[config.mk]
export PLATFORM = sky130hd
export DESIGN_NAME = pipe_adder
export DESIGN_NICKNAME = d
export VERILOG_FILES = /design/src/rtl/pipe_adder_pkg.sv /design/src/rtl/pipe_adder_seg.sv /design/src/rtl/pipe_adder.sv
export SDC_FILE = /design/constraint.sdc
export NUM_CORES = 1
export LEC_CHECK = 0
export ABC_AREA = 1
export BUFFER_PORTS_ARGS = -buffer_cell sky130_fd_sc_hd__buf_2
export CORE_ASPECT_RATIO = 0.9
export CORE_UTILIZATION = 30
export CTS_CLUSTER_DIAMETER = 30
export DETAILED_ROUTE_END_ITERATION = 16
export GPL_TIMING_DRIVEN = 0
export PLACE_DENSITY_LB_ADDON = 0.15
export SLEW_MARGIN = 20
export SYNTH_ARGS = -nofsm -noshare
export SYNTH_HDL_FRONTEND = slang
export SYNTH_SLANG_ARGS = --single-unit
[constraint.sdc]
create_clock -name clk -period 2.4 [get_ports clk]
set_input_delay 0.72 -clock clk [delete_from_list [all_inputs] [get_ports clk]]
set_output_delay 0.72 -clock clk [all_outputs]
set_load 0.02 [all_outputs]
[src/rtl/pipe_adder_pkg.sv]
// Shared segment-geometry helpers for the carry-split pipelined adder.
// Segment k covers bits [seg_lo(k) +: seg_w(k)]; the last segment takes the remainder.
package pipe_adder_pkg;

    localparam int DEF_WIDTH  = 74;
    localparam int DEF_STAGES = 4;

    function automatic int seg_base_w(input int width, input int stages);
        return (width + stages - 1) / stages;
    endfunction

    function automatic int seg_lo(input int width, input int stages, input int k);
        return k * seg_base_w(width, stages);
    endfunction

    function automatic int last_seg_w(input int width, input int stages);
        return width - (stages - 1) * seg_base_w(width, stages);
    endfunction

    function automatic int seg_w(input int width, input int stages, input int k);
        return (k == stages - 1) ? last_seg_w(width, stages) : seg_base_w(width, stages);
    endfunction

    function automatic bit cfg_ok(input int width, input int stages);
        return (width >= 1) && (stages >= 1) && (stages <= width) &&
               (last_seg_w(width, stages) >= 1);
    endfunction

endpackage

[src/rtl/pipe_adder_seg.sv]
// One carry-chain segment: adds its operand slice plus carry-in and registers
// the slice sum and carry-out when the pipeline advances.
module pipe_adder_seg #(
    parameter int W = 1
) (
    input  logic         clk,
    input  logic         rst_n,
    input  logic         en,
    input  logic [W-1:0] a,
    input  logic [W-1:0] b,
    input  logic         cin,
    output logic [W-1:0] sum,
    output logic         cout
);

    logic [W:0] total;

    assign total = {1'b0, a} + {1'b0, b} + {{W{1'b0}}, cin};

    always_ff @(posedge clk or negedge rst_n) begin
        if (!rst_n) begin
            sum  <= '0;
            cout <= 1'b0;
        end else if (en) begin
            sum  <= total[W-1:0];
            cout <= total[W];
        end
    end

endmodule

[src/rtl/pipe_adder.sv]
// Width-generic pipelined adder/subtractor with valid/ready handshakes.
// Optional signed-overflow output ovf is built when PIPE_ADDER_OVF_EN is defined.
module pipe_adder
    import pipe_adder_pkg::*;
#(
    parameter int WIDTH  = DEF_WIDTH,
    parameter int STAGES = DEF_STAGES
) (
    input  logic             clk,
    input  logic             rst_n,
    input  logic             in_valid,
    output logic             in_ready,
    input  logic [WIDTH-1:0] a,
    input  logic [WIDTH-1:0] b,
    input  logic             sub,
    output logic             out_valid,
    input  logic             out_ready,
    output logic [WIDTH:0]   sum
`ifdef PIPE_ADDER_OVF_EN
    ,
    output logic             ovf
`endif
);

    localparam int LAST_W = last_seg_w(WIDTH, STAGES);

    if (!cfg_ok(WIDTH, STAGES) || LAST_W < 1) begin : g_cfg_err
        $error("pipe_adder: WIDTH/STAGES leave an empty last segment");
    end

    logic                       adv;
    logic [STAGES:0][WIDTH-1:0] a_p;
    logic [STAGES:0][WIDTH-1:0] b_p;
    logic [STAGES:0][WIDTH-1:0] res_p;
    logic [STAGES:0]            c_p;
    logic [STAGES:0]            vld_p;

    // One enable for the whole pipe: a stalled output freezes every stage.
    assign adv      = !out_valid || out_ready;
    assign in_ready = adv;

    // Stage 0: operand capture; subtraction is folded into a + ~b + 1.
    logic [WIDTH-1:0] a_p0;
    logic [WIDTH-1:0] b_p0;
    logic             c_p0;
    logic             vld_p0;

    always_ff @(posedge clk or negedge rst_n) begin
        if (!rst_n) begin
            a_p0   <= '0;
            b_p0   <= '0;
            c_p0   <= 1'b0;
            vld_p0 <= 1'b0;
        end else if (adv) begin
            a_p0   <= a;
            b_p0   <= b ^ {WIDTH{sub}};
            c_p0   <= sub;
            vld_p0 <= in_valid;
        end
    end

    assign a_p[0]   = a_p0;
    assign b_p[0]   = b_p0;
    assign c_p[0]   = c_p0;
    assign vld_p[0] = vld_p0;
    assign res_p[0] = '0;

    for (genvar k = 1; k <= STAGES; k++) begin : g_stage
        localparam int LO = seg_lo(WIDTH, STAGES, k - 1);
        localparam int SW = seg_w(WIDTH, STAGES, k - 1);

        logic [SW-1:0]    seg_sum;
        logic             seg_cout;
        logic [WIDTH-1:0] a_q;
        logic [WIDTH-1:0] b_q;
        logic [WIDTH-1:0] skew_q;
        logic             vld_q;
        logic [WIDTH-1:0] res_k;

        pipe_adder_seg #(.W(SW)) u_seg (
            .clk  (clk),
            .rst_n(rst_n),
            .en   (adv),
            .a    (a_p[k-1][LO +: SW]),
            .b    (b_p[k-1][LO +: SW]),
            .cin  (c_p[k-1]),
            .sum  (seg_sum),
            .cout (seg_cout)
        );

        // Stage k: carry operands and already-finished low sum bits alongside the segment add.
        always_ff @(posedge clk or negedge rst_n) begin
            if (!rst_n) begin
                a_q    <= '0;
                b_q    <= '0;
                skew_q <= '0;
                vld_q  <= 1'b0;
            end else if (adv) begin
                a_q    <= a_p[k-1];
                b_q    <= b_p[k-1];
                skew_q <= res_p[k-1];
                vld_q  <= vld_p[k-1];
            end
        end

        always_comb begin
            res_k            = skew_q;
            res_k[LO +: SW]  = seg_sum;
        end

        assign a_p[k]   = a_q;
        assign b_p[k]   = b_q;
        assign c_p[k]   = seg_cout;
        assign vld_p[k] = vld_q;
        assign res_p[k] = res_k;
    end

    assign out_valid = vld_p[STAGES];
    assign sum       = {c_p[STAGES], res_p[STAGES]};

    logic unused_operands;
    assign unused_operands = ^{a_p[STAGES], b_p[STAGES]};

`ifdef PIPE_ADDER_OVF_EN
    // Carry into the MSB recovered from the registered MSB operand bits and sum bit.
    assign ovf = a_p[STAGES][WIDTH-1] ^ b_p[STAGES][WIDTH-1] ^
                 res_p[STAGES][WIDTH-1] ^ c_p[STAGES];
`endif

endmodule
==> results of run 1 <==
==> cell usage in the layout (no fill, tap or decap), types with 22 or more instances in the layout <==
| cell type | instances |
|---|---|
| clkbuf_8 | 24 |
| nand2_1 | 1425 |
| ha_1 | 70 |
| clkbuf_1 | 74 |
| bufinv_16 | 23 |
| a21oi_1 | 75 |
| clkinv_2 | 22 |
| dfrtp_1 | 562 |
| nand3_1 | 85 |
| nor2_1 | 78 |
| inv_1 | 189 |
| buf_2 | 255 |
| clkbuf_16 | 145 |
| o21ai_0 | 263 |
| buf_6 | 36 |
| xnor2_1 | 75 |
==> layer usage <==
layer | GRT usage, % | share of wire, % | wire length (um)
met5 | 0 | 0 | 0
met4 | 6.67 | 2.1 | 1700
met3 | 3.82 | 4.8 | 3900
met2 | 29.8 | 45 | 36800
met1 | 27.2 | 48 | 39600
==> tightest hold or removal path: cells and delay by family <==
kind | cells | cell delay [ns]
buffers and inverters | 1 | 0.07
and+or+nand+nor | 2 | 0.09
==> logic make-up (layout without fill, tap and decap cells) <==
group / Yosys count / in the layout / synth area share (%)
buffers and inverters: 325 / 823 / 6.11
XOR/XNOR: 92 / 92 / 3.14
AND/OR/NAND/NOR: 1641 / 1641 / 25.0
adder cells (fa/ha/maj): 78 / 78 / 4.03
AO/OA/AOI/OAI: 353 / 353 / 6.97
other: 0 / 1 / 0
flip-flops: 562 / 562 / 54.7
==> through the flow <==
stage | setup TNS, ns | worst slack (ns) | util [%] | hold WS [ns]
2_1_floorplan | 0 | 0.374 | - | 0.420
6_report | 0 | 0.0757 | 39.7 | 0.205
3_5_place_dp | -4.79 | -0.299 | 33.7 | 0.451
3_3_place_gp | -6586.69 | -11.80 | 33.4 | 0.452
4_1_cts | 0 | 0.00695 | 39.7 | 0.169
5_1_grt | 0 | 0.00659 | 39.7 | 0.203
==> repair_timing <==
item | 4_1_cts | 5_1_grt
hold endpoints to repair | 50 | 0
hold buffers | 1 | 0
gates resized for setup | 9 | 5
endpoints found under the setup margin | 1 | 69
buffers inserted | 5 | 1
gates cloned | 0 | 1
pin swaps | 1 | 4
==> power by group through the flow <==
stage / sequential, uW / clock (uW) / combinational, uW
6_report: 16300 / 19900 / 18200
5_1_grt: 16800 / 20800 / 20700
4_1_cts: 16300 / 20300 / 18400
3_5_place_dp: 16400 / 0 / 18200
3_3_place_gp: 16400 / 0 / 18000
2_1_floorplan: 16200 / 0 / 11600
==> final timing paths <==
| check | start | end | slack (ns) | cells after the start |
|---|---|---|---|---|
| worst max register to register | out_valid | g_stage[3].u_seg.sum[17] | 0.15 | 7 |
| worst min-delay path | a[52] | a_p0[52] | 0.21 | 3 |
| max in group asynchronous | rst_n | b_p0[50] | 0.39 | 5 |
| worst min register to register | g_stage[1].a_q[59] | g_stage[2].a_q[59] | 0.44 | 2 |
| min in group asynchronous | rst_n | a_p0[11] | 0.55 | 2 |
| worst max-delay path | out_valid | in_ready | 0.08 | 5 |
==> final cells by class <==
class	count	area (sq um)	share of cell area, %
multi-input cells	2164	10100	30.0
diodes	1	2.50	0.00745
flip-flops and latches	562	14100	41.9
clock inverters	68	1010	3.02
clock buffers	188	4010	11.9
inverters	191	722	2.15
plain buffers	133	863	2.57
well taps	1133	1420	4.22
repair buffers	243	1430	4.25
==> sequential cells by signal (all words and copies together), names as in the netlist <==
name	flops
vld_p0	1
g_stage.a_q	108
b_p0	74
g_stage.u_seg.sum	74
a_p0	74
g_stage.vld_q	3
g_stage.b_q	108
g_stage.u_seg.cout	4
out_valid	1
c_p0	1
g_stage.skew_q	114
==> impl_metrics.env, run 1 <==
export IMPL_die_h_um=280
export IMPL_worst_pin_slew_ns=1.07
export IMPL_syn_area_per_cell_sq_um=8.42
export IMPL_cts_sinks=562
export IMPL_pwr_share_clk_pct=36.6
export IMPL_ys_async_sr_fraction_pct=100
export IMPL_postRouteAntennaNets=0
export IMPL_cp_required_ns=1.68
export IMPL_placed_cell_area_sq_um=28500
export IMPL_wl_mm=82.0
export IMPL_crit_path_max_incr_delay_ns=0.36
export IMPL_rows=101
export IMPL_syn_num_nets=3282
export IMPL_synth_flop_cell="dfrtp_1"
export IMPL_syn2layout_area_growth_pct=30.8
export IMPL_grt_usage_pct=19.4
export IMPL_dp_hpwl_mm=60.2
export IMPL_cts_tree="yes"
export IMPL_path_cells="inv_2 -> nor2_4 -> inv_6 -> buf_12 -> buf_4"
export IMPL_viasPerCell=4.43
export IMPL_fin_skew_ns=0.0245
export IMPL_ys_types=33
export IMPL_switching_share_pct=37.4
export IMPL_ir_worst_vdd_v=0.000757
export IMPL_cp_top_family="buffers and inverters"
export IMPL_netlist_area_sq_um=25700
export IMPL_dp_cells=4419
export IMPL_fin_crit_sh_pct=96.8
export IMPL_synth_cells=3051
export IMPL_p_leak_uw=0.0172
export IMPL_start_util_pct=30.4
export IMPL_crit_path_start_kind="flop"
export IMPL_dieArea_sq_um=86800
export IMPL_antenna_found_initial=2
export IMPL_grt_pass1_wl_mm=126
export IMPL_slew_headroom_pct=28.9
export IMPL_internal_power_uw=34000
export IMPL_root_buffer="clkbuf_16"
export IMPL_die_w_um=310
export IMPL_stdcell_count=4683
export IMPL_synth_top_cell_by_area="dfrtp_1"
export IMPL_status="finished, final reports clean"
export IMPL_cts_buffers=140
export IMPL_worstSkewPairLatency_ns=0.71
export IMPL_fill_cells=8686
export IMPL_p_total_uw=54300
export IMPL_arrival_ns=1.60
export IMPL_grt_pass1_vias=21000
export IMPL_synth_warnings=0
export IMPL_end_kind="output pin"
export IMPL_critical_path_buf_inv_count=4
export IMPL_fin_area_sq_um=33600
export IMPL_wire_per_inst_um=17.5
export IMPL_final_layout_size_suffix_gt1_share_pct=16.0
export IMPL_yosysMostFrequentCell="nand2_1"
export IMPL_vias=20700
export IMPL_power_switching_uw=20300
export IMPL_netlist_area_leader_share_pct=54.7
export IMPL_drv_cap=0
export IMPL_ios=230
export IMPL_rsz0062_at_grt="false"
export IMPL_seqPwrFrac_pct=29.9
export IMPL_drv_slew=0
export IMPL_final_nets=3666
export IMPL_h_tree_depth=4
export IMPL_place_gp_congestion=0.857
export IMPL_synthTopCellsByCount="nand2_1 (1,427), dfrtp_1 (562), o21ai_0 (263)"
export IMPL_fin_crit_ns=2.32
export IMPL_hp_class="input port to flop"
export IMPL_worst_path_max_fanout=2
export IMPL_setup_viol=0
export IMPL_cts_buffer_depth=3
export IMPL_core_area_sq_um=84500
export IMPL_clk_pin_slew_ns=0.05
export IMPL_crit_type="flop to output pin"
export IMPL_grt_max_degree=91
export IMPL_p_comb_share_pct=33.5
export IMPL_synth_edf_count=0
export IMPL_drtIter0Drc=1388
export IMPL_grt_overflow_total=0
export IMPL_p_per_area_nw_per_um2=1620
export IMPL_yosys_register_bits=562
export IMPL_worst_path_max_delay_cell="dfrtp_1"
export IMPL_numPortBuffers=228
export IMPL_synthTopCellsByArea="dfrtp_1 (55%), nand2_1 (21%), o21ai_0 (5.1%)"
export IMPL_drc=0
export IMPL_seq_area_frac_synth_pct=54.7
export IMPL_hold_viol_final=0
export IMPL_clock_fmax_mhz=430
export IMPL_first_pass_iters=6
No activity file was read; power rests on OpenSTA's default activity.
==> run 2, diff against run 1 <==
--- a/config.mk
+++ b/config.mk
@@ -8,7 +8,7 @@
 export ABC_AREA = 1
 export BUFFER_PORTS_ARGS = -buffer_cell sky130_fd_sc_hd__buf_2
 export CORE_ASPECT_RATIO = 0.9
-export CORE_UTILIZATION = 30
+export CORE_UTILIZATION = 50
 export CTS_CLUSTER_DIAMETER = 30
 export DETAILED_ROUTE_END_ITERATION = 16
 export GPL_TIMING_DRIVEN = 0
==> run 2 against run 1 <==
Compared with the run above: the run now ends with setup timing left; power is 8.6% lower; combinational power about the same; register-to-register slack worse by 0.20 ns; setup slack worse by 0.13 ns; clock power fell by 22%; critical path depth up 3; sequential cell count stayed put; via count is 1.7% higher; non-clock buffer count decreased by 1; global-route usage grew 9.7 points; first-iteration DRC count is 5.8% lower; sequential share of layout area increased by 2.4 points.
==> impl_metrics.env, run 2 (synthesis results as in run 1) <==
export IMPL_status="complete, but fails checks"
export IMPL_violations="setup timing"
export IMPL_worst_pin_slew_ns=1.02
export IMPL_dp_hpwl_mm=53.7
export IMPL_grt_overflow_total=0
export IMPL_ios=230
export IMPL_root_buffer="clkbuf_16"
export IMPL_p_leak_uw=0.0166
export IMPL_place_gp_congestion=0.892
export IMPL_numPortBuffers=228
export IMPL_gr_usage_met3_pct=6.86
export IMPL_ir_worst_vdd_v=0.000867
export IMPL_worst_path_max_fanout=10
export IMPL_crit_type="flop to flop"
export IMPL_top_register="g_stage.skew_q"
export IMPL_grt_pass1_wl_mm=116
export IMPL_grt_util_met2_pct=45.9
export IMPL_vias=21100
export IMPL_syn2layout_area_growth_pct=23.8
export IMPL_end_kind="flop"
export IMPL_wire_per_inst_um=17.6
export IMPL_crit_path_max_incr_delay_ns=0.80
export IMPL_die_w_um=241
export IMPL_crit_path_start_kind="flop"
export IMPL_final_nets=3636
export IMPL_fin_crit_ns=2.45
export IMPL_path_cells="inv_2 -> nor2_4 -> inv_4 -> buf_4 -> buf_2 -> clkbuf_1 -> nand2_1 -> nand2_1"
export IMPL_hp_class="input port to flop"
export IMPL_rows=78
export IMPL_drv_slew=0
export IMPL_dieArea_sq_um=52300
export IMPL_cts_buffer_depth=3
export IMPL_cts_tree="yes"
export IMPL_cts_sinks=562
export IMPL_start_util_pct=50.8
export IMPL_hold_viol_final=0
export IMPL_clk_pin_slew_ns=0.05
export IMPL_setup_ws_ns=-0.0497
export IMPL_fin_skew_ns=0.0226
export IMPL_wl_mm=73.6
export IMPL_cts_buffers=111
export IMPL_rsz0062_at_grt="true"
export IMPL_busiest_layer="met2"
export IMPL_cp_required_ns=2.97
export IMPL_grt_pass1_vias=21300
export IMPL_die_h_um=217
export IMPL_cp_common_cell="nand2_1"
export IMPL_largest_reg_flops=114
export IMPL_clock_fmax_mhz=408
export IMPL_setup_tns_ns=-0.0571
export IMPL_grt_usage_pct=29.1
export IMPL_drv_cap=0
export IMPL_drc=0
export IMPL_setup_viol=2
export IMPL_p_per_area_nw_per_um2=1560
export IMPL_fin_util_pct=62.9
export IMPL_core_area_sq_um=50600
export IMPL_drtIter0Drc=1307
export IMPL_grt_max_degree=104
export IMPL_use_met1_pct=38.5
export IMPL_layout_commonest_cell="nand2_1"
export IMPL_antenna_found_initial=1
export IMPL_worst_path_max_delay_cell="clkbuf_1"
export IMPL_slew_headroom_pct=31.9
export IMPL_postRouteAntennaNets=0
export IMPL_final_layout_size_suffix_gt1_share_pct=15.0
export IMPL_final_cell_mix="nand2_1 (1,424), dfrtp_1 (561), o21ai_0 (263)"
export IMPL_h_tree_depth=3
export IMPL_worstSkewPairLatency_ns=0.65
export IMPL_viasPerCell=5.04
export IMPL_fin_crit_sh_pct=102
export IMPL_arrival_ns=3.02
export IMPL_reg_top3="g_stage.skew_q x114, g_stage.a_q x108, g_stage.b_q x108"
export IMPL_first_pass_iters=7
## run 2: per-layer routing
metal  share of wire (%)  vias up
met5                   0        -
met3                 6.6      164
met1                  44    10000
li1                    -    10300
met2                  46      598
met4                 4.1        0
## run 2: worst max-delay path, delay by kind of cell, from the launching register on
family	cells	cell delay (ns)
and+or+nand+nor	3	0.47
buffers and inverters	5	1.45
DFF	1	0.45
## run 2: final cells by class
type	instances	area, sq um
tap	680	851
buffer	133	858
multi-input combinational	2164	10100
sequential	562	14100
fill	4464	18700
clock inverter	63	741
antenna	1	2.50
inverter	191	719
clock buffer	144	3090
timing repair buffer	242	1400
## run 2: what timing repair did
action,CTS,global route
setup buffers,5,1
hold endpoints to repair,47,0
hold buffers,1,0
gates cloned,0,1
setup endpoints to repair,3,108
resized for setup,12,4
pin swaps,2,4
## run 2: worst paths after layout
check                                               from                     to  slack [ns]  depth (start not counted)
worst max-delay path                           out_valid  g_stage[4].skew_q[38]       -0.05                          8
worst min-delay path                               a[40]               a_p0[40]        0.26                          3
worst max register to register                 out_valid  g_stage[4].skew_q[38]       -0.05                          8
worst min register to register  g_stage[1].u_seg.sum[14]  g_stage[2].skew_q[14]        0.46                          2
max in group asynchronous                          rst_n     g_stage[3].b_q[72]        0.29                          5
min in group asynchronous                          rst_n   g_stage[4].skew_q[9]        0.60                          2
## run 2: metrics by stage
step | setup slack (ns) | hold slack [ns] | cell area (sq um) | power (uW) | instances
CTS | -0.138 | 0.228 | 31800 | 49900 | 4178
floorplan | 0.374 | 0.420 | 25700 | 27900 | 3051
detailed placement | -0.210 | 0.444 | 27900 | 34000 | 3965
finish | -0.0497 | 0.261 | 31800 | 49700 | 4180
global route | -0.0166 | 0.243 | 31800 | 53300 | 4180
global placement | -10.60 | 0.436 | 27700 | 33600 | 3959
## run 2: report_power, final
| group | total, uW | switching [uW] | internal, uW |
|---|---|---|---|
| clock | 15500 | 5180 | 10300 |
| sequential | 16200 | 2500 | 13700 |
| combinational | 18000 | 11800 | 6140 |
| total | 49700 | 19500 | 30200 |
